## config.mk

```make
export PLATFORM = sky130hd
export DESIGN_NAME = pool_controller_flat
export DESIGN_NICKNAME = d
export VERILOG_FILES = /design/src/rtl/pool_pkg.sv /design/src/rtl/pool_if.sv /design/src/rtl/pool_addr_gen.sv /design/src/rtl/pool_controller.sv /design/src/flat_wrapper.sv
export SDC_FILE = /design/constraint.sdc
export NUM_CORES = 1
export LEC_CHECK = 0
export ABC_AREA = 1
export BUFFER_PORTS_ARGS = -buffer_cell sky130_fd_sc_hd__clkbuf_2
export CAP_MARGIN = 20
export CORE_UTILIZATION = 30
export CTS_CLUSTER_DIAMETER = 150
export CTS_CLUSTER_SIZE = 28
export DETAILED_ROUTE_END_ITERATION = 8
export PLACE_DENSITY = 0.47
export SLEW_MARGIN = 10
export SYNTH_ARGS = -nofsm -noshare
export SYNTH_HDL_FRONTEND = slang
export SYNTH_SLANG_ARGS = --single-unit
export TNS_END_PERCENT = 50
```

## constraint.sdc

```tcl
create_clock -name clk -period 5.7 [get_ports clk]
set_input_delay 0.855 -clock clk [delete_from_list [all_inputs] [get_ports clk]]
set_output_delay 0.855 -clock clk [all_outputs]
set_load 0.005 [all_outputs]
```

## src/rtl/pool_pkg.sv

```systemverilog
// ---------------------------------------------------------------------------
// pool_pkg
//   Shared constants, the controller state type and a helper for the pooled
//   map size. Imported by the pooling interface, the address generator and
//   the controller.
//   DATA_W  : default pixel width (signed fixed point)
//   ACC_W   : accumulator width, two guard bits so four pixels never overflow
//   pool_state_e : IDLE, four fetch states, accumulate, write, done
//   out_w() : output map width for a given input width (floor of half)
// ---------------------------------------------------------------------------
package pool_pkg;

   localparam int DATA_W = 16;
   localparam int ACC_W  = DATA_W + 2;

   typedef enum logic [2:0] {
      IDLE = 3'd0,
      F0   = 3'd1,
      F1   = 3'd2,
      F2   = 3'd3,
      F3   = 3'd4,
      ACC  = 3'd5,
      WR   = 3'd6,
      DONE = 3'd7
   } pool_state_e;

   function automatic int out_w(input int img_w);
      return img_w / 2;
   endfunction

endpackage

```

## src/rtl/pool_if.sv

```systemverilog
// ---------------------------------------------------------------------------
// pool_if
//   Bundles the scheduler handshake and the two buffer ports of the pooling
//   controller.
//   start              : scheduler request (controller input)
//   rd_en/rd_addr      : input-buffer read strobe and address
//   rd_data            : input pixel, one cycle after rd_en
//   wr_en/wr_addr/wr_data : output-buffer write port
//   busy/done          : pass status
//   master modport = controller side, slave modport = scheduler/buffer side.
// ---------------------------------------------------------------------------
interface pool_if
   import pool_pkg::*;
#(
   parameter int DATA_W = pool_pkg::DATA_W,
   parameter int ADDR_W = 10
);

   logic              start;
   logic              rd_en;
   logic [ADDR_W-1:0] rd_addr;
   logic [DATA_W-1:0] rd_data;
   logic              wr_en;
   logic [ADDR_W-1:0] wr_addr;
   logic [DATA_W-1:0] wr_data;
   logic              busy;
   logic              done;

   modport master (
      input  start, rd_data,
      output rd_en, rd_addr, wr_en, wr_addr, wr_data, busy, done
   );

   modport slave (
      output start, rd_data,
      input  rd_en, rd_addr, wr_en, wr_addr, wr_data, busy, done
   );

endinterface

```

## src/rtl/pool_addr_gen.sv

```systemverilog
// ---------------------------------------------------------------------------
// pool_addr_gen
//   Owns the output row/column counters of a pooling pass and derives the
//   input read address for the selected window tap and the output address.
//   clk, rst_n : clock, asynchronous active-low reset
//   clr        : zero the counters (pass start)
//   adv        : step to the next window in row-major order
//   sel        : window tap 0..3 = (0,0) (0,1) (1,0) (1,1)
//   rd_addr    : 2*orow*IMG_W + 2*ocol + tap offset
//   wr_addr    : orow*OUT_W + ocol
//   last       : current window is the final one of the pass
// ---------------------------------------------------------------------------
module pool_addr_gen
   import pool_pkg::*;
#(
   parameter int IMG_W  = 28,
   parameter int ADDR_W = 10
) (
   input  logic              clk,
   input  logic              rst_n,
   input  logic              clr,
   input  logic              adv,
   input  logic [1:0]        sel,
   output logic [ADDR_W-1:0] rd_addr,
   output logic [ADDR_W-1:0] wr_addr,
   output logic              last
);

   localparam int                OUT_W    = out_w(IMG_W);
   localparam logic [ADDR_W-1:0] IMG_A    = ADDR_W'(IMG_W);
   localparam logic [ADDR_W-1:0] OUT_A    = ADDR_W'(OUT_W);
   localparam logic [ADDR_W-1:0] OUT_LAST = ADDR_W'(OUT_W - 1);

   logic [ADDR_W-1:0] orow_reg;
   logic [ADDR_W-1:0] ocol_reg;
   logic [ADDR_W-1:0] base;
   logic [ADDR_W-1:0] offset_tab [4];

   // Tap offsets: bit 1 selects the lower input row, bit 0 the right column.
   genvar gi;
   generate
      for (gi = 0; gi < 4; gi++) begin : g_off
         assign offset_tab[gi] = ADDR_W'((gi / 2) * IMG_W + (gi % 2));
      end
   endgenerate

   assign base    = ((orow_reg * IMG_A) << 1) + (ocol_reg << 1);
   assign rd_addr = base + offset_tab[sel];
   assign wr_addr = orow_reg * OUT_A + ocol_reg;
   assign last    = (orow_reg == OUT_LAST) && (ocol_reg == OUT_LAST);

   always_ff @(posedge clk or negedge rst_n) begin
      if (!rst_n) begin
         orow_reg <= '0;
         ocol_reg <= '0;
      end else if (clr) begin
         orow_reg <= '0;
         ocol_reg <= '0;
      end else if (adv) begin
         if (ocol_reg == OUT_LAST) begin
            ocol_reg <= '0;
            // After the final window park at zero so the next pass starts clean.
            orow_reg <= last ? '0 : orow_reg + 1'b1;
         end else begin
            ocol_reg <= ocol_reg + 1'b1;
         end
      end
   end

endmodule

```

## src/rtl/pool_controller.sv

```systemverilog
// ---------------------------------------------------------------------------
// pool_controller
//   Time-shared 2x2 average pooling over a square IMG_W x IMG_W map. Each
//   window takes six cycles: four reads, a final accumulate, one write.
//   clk, rst_n : clock, asynchronous active-low reset
//   bus        : pool_if master (start, read port, write port, busy, done)
// ---------------------------------------------------------------------------
module pool_controller
   import pool_pkg::*;
#(
   parameter int IMG_W  = 28,
   parameter int DATA_W = pool_pkg::DATA_W,
   parameter int ADDR_W = 10
) (
   input  logic   clk,
   input  logic   rst_n,
   pool_if.master bus
);

   localparam int ACC_W = DATA_W + 2;

   localparam logic [2:0] S_IDLE = IDLE;
   localparam logic [2:0] S_F0   = F0;
   localparam logic [2:0] S_F1   = F1;
   localparam logic [2:0] S_F2   = F2;
   localparam logic [2:0] S_F3   = F3;
   localparam logic [2:0] S_ACC  = ACC;
   localparam logic [2:0] S_WR   = WR;
   localparam logic [2:0] S_DONE = DONE;

   logic [2:0]               state_reg;
   logic [2:0]               state_next;
   logic signed [ACC_W-1:0]  acc_reg;
   logic signed [ACC_W-1:0]  pix_ext;
   logic signed [ACC_W-1:0]  acc_sum;
   logic [DATA_W-1:0]        wr_data_reg;
   logic [ADDR_W-1:0]        wr_addr_reg;
   logic [ADDR_W-1:0]        rd_addr_hold_reg;
   logic [ADDR_W-1:0]        gen_rd_addr;
   logic [ADDR_W-1:0]        gen_wr_addr;
   logic                     gen_last;
   logic                     fetch;
   logic [1:0]               fetch_sel;

   pool_addr_gen #(
      .IMG_W  (IMG_W),
      .ADDR_W (ADDR_W)
   ) u_addr_gen (
      .clk     (clk),
      .rst_n   (rst_n),
      .clr     ((state_reg == S_IDLE) && bus.start),
      .adv     (state_reg == S_WR),
      .sel     (fetch_sel),
      .rd_addr (gen_rd_addr),
      .wr_addr (gen_wr_addr),
      .last    (gen_last)
   );

   assign pix_ext = {{2{bus.rd_data[DATA_W-1]}}, bus.rd_data};
   assign acc_sum = acc_reg + pix_ext;

   always_comb begin
      fetch     = 1'b0;
      fetch_sel = 2'd0;
      case (state_reg)
         S_F0:    begin fetch = 1'b1; fetch_sel = 2'd0; end
         S_F1:    begin fetch = 1'b1; fetch_sel = 2'd1; end
         S_F2:    begin fetch = 1'b1; fetch_sel = 2'd2; end
         S_F3:    begin fetch = 1'b1; fetch_sel = 2'd3; end
         default: ;
      endcase
   end

   always_comb begin
      state_next = state_reg;
      case (state_reg)
         S_IDLE:  if (bus.start) state_next = S_F0;
         S_F0:    state_next = S_F1;
         S_F1:    state_next = S_F2;
         S_F2:    state_next = S_F3;
         S_F3:    state_next = S_ACC;
         S_ACC:   state_next = S_WR;
         S_WR:    state_next = gen_last ? S_DONE : S_F0;
         S_DONE:  state_next = S_IDLE;
         default: state_next = S_IDLE;
      endcase
   end

   // rd_data lags the fetch by one cycle, so the first pixel of a window
   // lands in F1 and the fourth is folded in during ACC.
   always_ff @(posedge clk or negedge rst_n) begin
      if (!rst_n) begin
         state_reg        <= S_IDLE;
         acc_reg          <= '0;
         wr_data_reg      <= '0;
         wr_addr_reg      <= '0;
         rd_addr_hold_reg <= '0;
      end else begin
         state_reg <= state_next;
         case (state_reg)
            S_F1:       acc_reg <= pix_ext;
            S_F2, S_F3: acc_reg <= acc_sum;
            S_ACC: begin
               acc_reg     <= acc_sum;
               wr_data_reg <= acc_sum[ACC_W-1:2];
               wr_addr_reg <= gen_wr_addr;
            end
            default: ;
         endcase
         if (fetch) begin
            rd_addr_hold_reg <= gen_rd_addr;
         end
      end
   end

   // Outside the fetch states the read address keeps the last value issued.
   assign bus.rd_en   = fetch;
   assign bus.rd_addr = fetch ? gen_rd_addr : rd_addr_hold_reg;
   assign bus.wr_en   = (state_reg == S_WR);
   assign bus.wr_addr = wr_addr_reg;
   assign bus.wr_data = wr_data_reg;
   assign bus.busy    = (state_reg != S_IDLE) && (state_reg != S_DONE);
   assign bus.done    = (state_reg == S_DONE);

endmodule

```

## src/flat_wrapper.sv

```systemverilog
// flat-port wrapper written by rule: the top's interface ports become plain ports
module pool_controller_flat import pool_pkg::*;
#(
   parameter int IMG_W  = 28,
   parameter int DATA_W = pool_pkg::DATA_W,
   parameter int ADDR_W = 10
)
  (clk, rst_n, bus_start, bus_rd_data, bus_rd_en, bus_rd_addr, bus_wr_en, bus_wr_addr, bus_wr_data, bus_busy, bus_done);
  pool_if #(.DATA_W(DATA_W), .ADDR_W(ADDR_W)) bus_i ();
  input  logic clk;
  input  logic rst_n;
  input wire logic [$bits(bus_i.start)-1:0] bus_start;
  input wire logic [$bits(bus_i.rd_data)-1:0] bus_rd_data;
  output wire logic [$bits(bus_i.rd_en)-1:0] bus_rd_en;
  output wire logic [$bits(bus_i.rd_addr)-1:0] bus_rd_addr;
  output wire logic [$bits(bus_i.wr_en)-1:0] bus_wr_en;
  output wire logic [$bits(bus_i.wr_addr)-1:0] bus_wr_addr;
  output wire logic [$bits(bus_i.wr_data)-1:0] bus_wr_data;
  output wire logic [$bits(bus_i.busy)-1:0] bus_busy;
  output wire logic [$bits(bus_i.done)-1:0] bus_done;
  assign bus_i.start = bus_start;
  assign bus_i.rd_data = bus_rd_data;
  assign bus_rd_en = bus_i.rd_en;
  assign bus_rd_addr = bus_i.rd_addr;
  assign bus_wr_en = bus_i.wr_en;
  assign bus_wr_addr = bus_i.wr_addr;
  assign bus_wr_data = bus_i.wr_data;
  assign bus_busy = bus_i.busy;
  assign bus_done = bus_i.done;
  pool_controller #(.IMG_W(IMG_W), .DATA_W(DATA_W), .ADDR_W(ADDR_W)) u_core (.clk(clk), .rst_n(rst_n), .bus(bus_i));
endmodule
```

### Yosys cells after proc, flatten, opt, wreduce, memory -nomap -nowiden

Index checks and enable logic that the tools add are counted.
Widths: inputs -> output; s select.

| storage, ports and cells | value |
|---|---|
| output and inout bits | 40 |
| word-level logic and storage cells | 56 |
| bits of input ports | 19 |
| register bits after elaboration | 77 |

| cells by class | value |
|---|---|
| eq/ne operators | 11 |
| bitwise operators | 1 |
| muxes and demuxes | 17 |
| multipliers | 2 |
| magnitude comparators | 1 |
| add/subtract/negate cells | 6 |
| reductions and logical operators | 11 |

Operators by type and width:

| cell | number |
|---|---|
| $mux 10 | 10 |
| $pmux 18 s2 | 1 |
| $add 10x10->10 | 3 |
| $pmux 3 s8 | 1 |
| $add 10x1->10 const B | 2 |
| $bmux 10 s2 | 1 |
| $eq 10x4->1 const B | 2 |
| $add 18x16->18 | 1 |
| $eq 3x3->1 const B | 4 |
| $mul 10x3->7 const B | 1 |
| $mul 10x3->9 const B | 1 |
| $eq 3x2->1 const B | 2 |
| $mux 3 | 2 |
| $pmux 2 s3 | 1 |
| $reduce_bool 2->1 | 3 |
| $reduce_or 4->1 | 1 |
| $eq 3x1->1 const B | 1 |
| $ge 3x3->1 const B | 1 |
| $logic_and 1x1->1 | 3 |
| $logic_not 3->1 | 1 |
| $ne 3x3->1 const B | 1 |
| $not 2->3 | 1 |
| $reduce_bool 3->1 | 1 |
| $reduce_or 3->1 | 1 |
| 3 further kinds | 3 |

### Logic depth before layout (Yosys ltp)

| logic depth | value |
|---|---|
| word-level depth | 8 |
| mapped depth | 16 |
| gate-level depth less buffers | 16 |

### By module

Synthesis repeated with hierarchy kept, for this count alone.

| unflattened totals | value |
|---|---|
| cells, all modules | 835 |
| area total of the unflattened synthesis | 6139.6 um^2 |

By module, submodules not included:

| module | seq. area each (um^2) | instances | cells each | area each (um^2) |
|---|---|---|---|---|
| pool_controller | 1426.4 | 1 | 472 | 3480.8 |
| pool_addr_gen | 500.5 | 1 | 363 | 2658.8 |

### Least setup slack after synthesis

OpenSTA, ideal clock, no wires.

| path | value |
|---|---|
| path kind | flip-flop to output port |
| start | reg u_core.u_addr_gen.orow_reg[0] |
| end | out bus_rd_addr[8] |
| data required time | 4.845 ns |
| path buffers | 0 |
| cell stages (with the launch flop) | 14 |
| arrival | 3.003 ns |
| path slack | 1.842 ns |
| cell sequence | dfrtp_1 > fa_1 > ha_1 > fa_1 > xor2_1 > ha_1 > ha_1 > nand2_1 > inv_1 > nand2_1 > nand3_1 > or2_2 > nand3_1 > nand2_1 |

| on the way | value |
|---|---|
| word-level cells in the longest chain between the ends | 4 |

RTL lines:

| item | line | source |
|---|---|---|
| start, declared | pool_addr_gen.sv:34 | `logic [ADDR_W-1:0] orow_reg;` |
| start signal, assigned | pool_addr_gen.sv:63 | `orow_reg <= last ? '0 : orow_reg + 1'b1;` |
| $mul 10x3->7 | pool_addr_gen.sv:47 | `assign base = ((orow_reg * IMG_A) << 1) + (ocol_reg << 1);` |
| $add 10x10->10 | pool_addr_gen.sv:47 |  |
| $add 10x10->10 | pool_addr_gen.sv:48 | `assign rd_addr = base + offset_tab[sel];` |
| $mux 10 | pool_controller.sv:118 | `assign bus.rd_addr = fetch ? gen_rd_addr : rd_addr_hold_reg;` |
| end, declared | flat_wrapper.sv:15 | `output wire logic [$bits(bus_i.rd_addr)-1:0] bus_rd_addr;` |

Every way passes these cells.

### Worst setup path in the final report

Same ends and word-level chain as after synthesis.

==> results.ini <==
[synthesis]
syn-num-nets = 860
yosysUniqueCellTypes = 41
yosysMostFrequentCell = nand2_1
yosysTopAreaCell = dfrtp_1
seq_area_frac_synth = 0.330
synth.area.top_cells = dfrtp_1 (33%), nand2_1 (16%), ha_1 (12%), nand3_1 (5.2%), inv_1 (5.1%)
syn_area_um2 = 5830
ys_ff_latch = 77
synth_top_area_share = 0.330
async_reset_ff_frac = 1.00
synth_cells = 775
synth_edf_count = 0
synthTopCellsByCount = nand2_1 (248), inv_1 (80), dfrtp_1 (77)
dominantRegCellSynth = dfrtp_1
avgSynthCellArea_um2 = 7.52
synth_warnings = 0

[grt]
grt_pass1_wl_um = 25200
overflow = 0
grt_max_degree = 44
antenna_found_initial = 0
grt_pass1_vias = 4841
track_usage = 0.162

[sta]
finalSetupViolCount = 0
fmax_ghz = 0.220
hold_ws_ps = 456
relSlewSlack = 0.509
hold_viol = 0
rsz0062_at_grt = no
tightestPinTransition_ps = 734
drv_slew = 0
fin_worst_skew_ps = 7.60
setup_tns_ps = 0
period_share = 0.798
min_period_ps = 4550

[power_and_ir_drop]
p_comb_frac = 0.622
p_leak_nw = 3.57
power_frac_clock = 0.157
sw_frac_of_total = 0.482
p_sw_mw = 2.13
peakVddDrop_mv = 0.203
power_density_nw_per_um2 = 658
p_total_mw = 4.42
seq_power_share = 0.221
p_int_mw = 2.29

[clock_network]
clock_latency_ps = 340
cts_tree = yes
cts.reportedPaths.clkPinSlew_ps = 70
postCtsSetupRepairBufs = 0
cts-buffers-inserted = 9
root_buffer = clkbuf_16
postCtsResizedCells = 0
clock_sinks = 77
cts_htree_levels = 3
ctsHoldBuffers = 0
cts.path.max_buffers = 2

[finish]
nNetsFinal = 916
final_core_util = 0.356
syn2layout_area_growth_pct = 15.2
antenna_cells = 0
instances_no_fill = 1096
largest_reg_flops = 18
drive_above_1_share = 0.118

[placement]
portBuffers = 58
dp_hpwl_um = 11700
dpl.cell_count = 1080
gp_congestion = 0.813

[critical_path]
worstSetupPathType = register to output port
critPathLaunchType = register
r2r_slack_ps = 2330
setup.worst_path.end_class = output port
crit_required_ps = 4850
arrival_ps = 3700
crit_fanout = 9

[route]
wirelength_um = 15300
dr.pass1.iters = 4
drcViolationCount = 0
wire_per_inst_um = 14.0
drt_iter0_drc = 287
detail-route-antenna-nets = 0
vias_per_cell = 4.53
vias = 4964

[die]
rows = 50
die_w_um = 141
start_util = 0.309
die_h_um = 141
core_um2 = 18900
io_pins = 59
die-area_um2 = 20000

[run_status]
outcome = complete, no violations

[worst_hold_path]
hp-class = input pin to async pin

[run]
maxCapViolCount = 0

-- layout by cell type (no fill, tap or decap), drive strengths merged --
cell type / instances
o21ai: 32
o211ai: 3
nand2: 254
nand2b: 1
buf: 2
and2: 1
a22oi: 1
inv: 88
a21oi: 40
o22ai: 2
a21o: 4
clkinvlp: 1
mux2i: 1
o31ai: 1
nor2: 56
a31oi: 8
nor3: 12
dfrtp: 77
or2: 2
bufinv: 3
xor2: 15
fa: 12
nand3: 62
clkbuf: 68
xnor2: 14
clkinv: 1
o21a: 2
ha: 54
o21bai: 2
nand4: 8
nand3b: 9
-- power groups by stage --
| stage | combinational, mW | clock [mW] | sequential (mW) |
|---|---|---|---|
| final | 2.75 | 0.694 | 0.976 |
| after global routing | 3.16 | 0.733 | 1.01 |
| after floorplan | 2.05 | 0 | 0.943 |
| after CTS | 2.79 | 0.717 | 0.979 |
| after global placement | 2.79 | 0 | 0.983 |
| after detailed placement | 2.77 | 0 | 0.986 |
-- cells by family (layout without fill, tap and decap cells) --
| kind of cell | after synthesis | in the layout | synth area share |
|---|---|---|---|
| adder cells (fa/ha/maj) | 66 | 66 | 0.157 |
| AND/OR/NAND/NOR | 405 | 405 | 0.303 |
| flip-flops | 77 | 77 | 0.330 |
| buffers and inverters | 102 | 163 | 0.0740 |
| multiplexers | 1 | 1 | 0.00172 |
| AO/OA/AOI/OAI | 95 | 95 | 0.0905 |
| XOR/XNOR | 29 | 29 | 0.0436 |
-- path summary, 6_finish.rpt --
| check | endpoint | startpoint | cells past startpoint |
|---|---|---|---|
| max reg2reg | u_core.rd_addr_hold_reg[8] | u_core.u_addr_gen.orow_reg[0] | 13 |
| min reg2reg | u_core.rd_addr_hold_reg[9] | u_core.rd_addr_hold_reg[9] | 2 |
| min in group clk | u_core.rd_addr_hold_reg[9] | u_core.rd_addr_hold_reg[9] | 2 |
| min | u_core.acc_reg[6] | rst_n | 1 |
| max | bus_rd_addr[8] | u_core.u_addr_gen.orow_reg[0] | 14 |
| max in group asynchronous | u_core.rd_addr_hold_reg[8] | rst_n | 2 |
-- layout make-up --
cell class,count,area (um^2)
tap,260,325
clock inverter,5,106
fill,2048,12200
sequential,77,1930
clock buffer,11,253
multi-input combinational,596,3470
timing repair buffer,59,300
inverter,88,333
-- per-layer routing --
metal	track usage	wire length [um]	up-vias
li1	-	-	2630
met1	0.234	8170	2242
met2	0.251	6490	78
met3	0.0219	459	14
met4	0.0458	205	0
met5	0	0	-
-- per-stage QoR --
stage | cell area (um^2) | setup WS, ps
floorplan | 5830 | 1840
global placement | 6360 | 1560
detailed placement | 6360 | 1510
CTS | 6720 | 1130
global route | 6720 | 909
finish | 6720 | 1150
-- critical path, stage by stage, from the launching register on --
cell	delay, ps
dfrtp_1	520
fa_1	530
ha_1	220
fa_1	410
xor2_1	240
ha_1	280
ha_1	360
nand2_1	80
inv_1	50
nand2_1	60
nand3_1	100
or2_2	280
nand3_1	70
nand2_1	60
clkbuf_2	110
(Power assumes the default switching activity.)
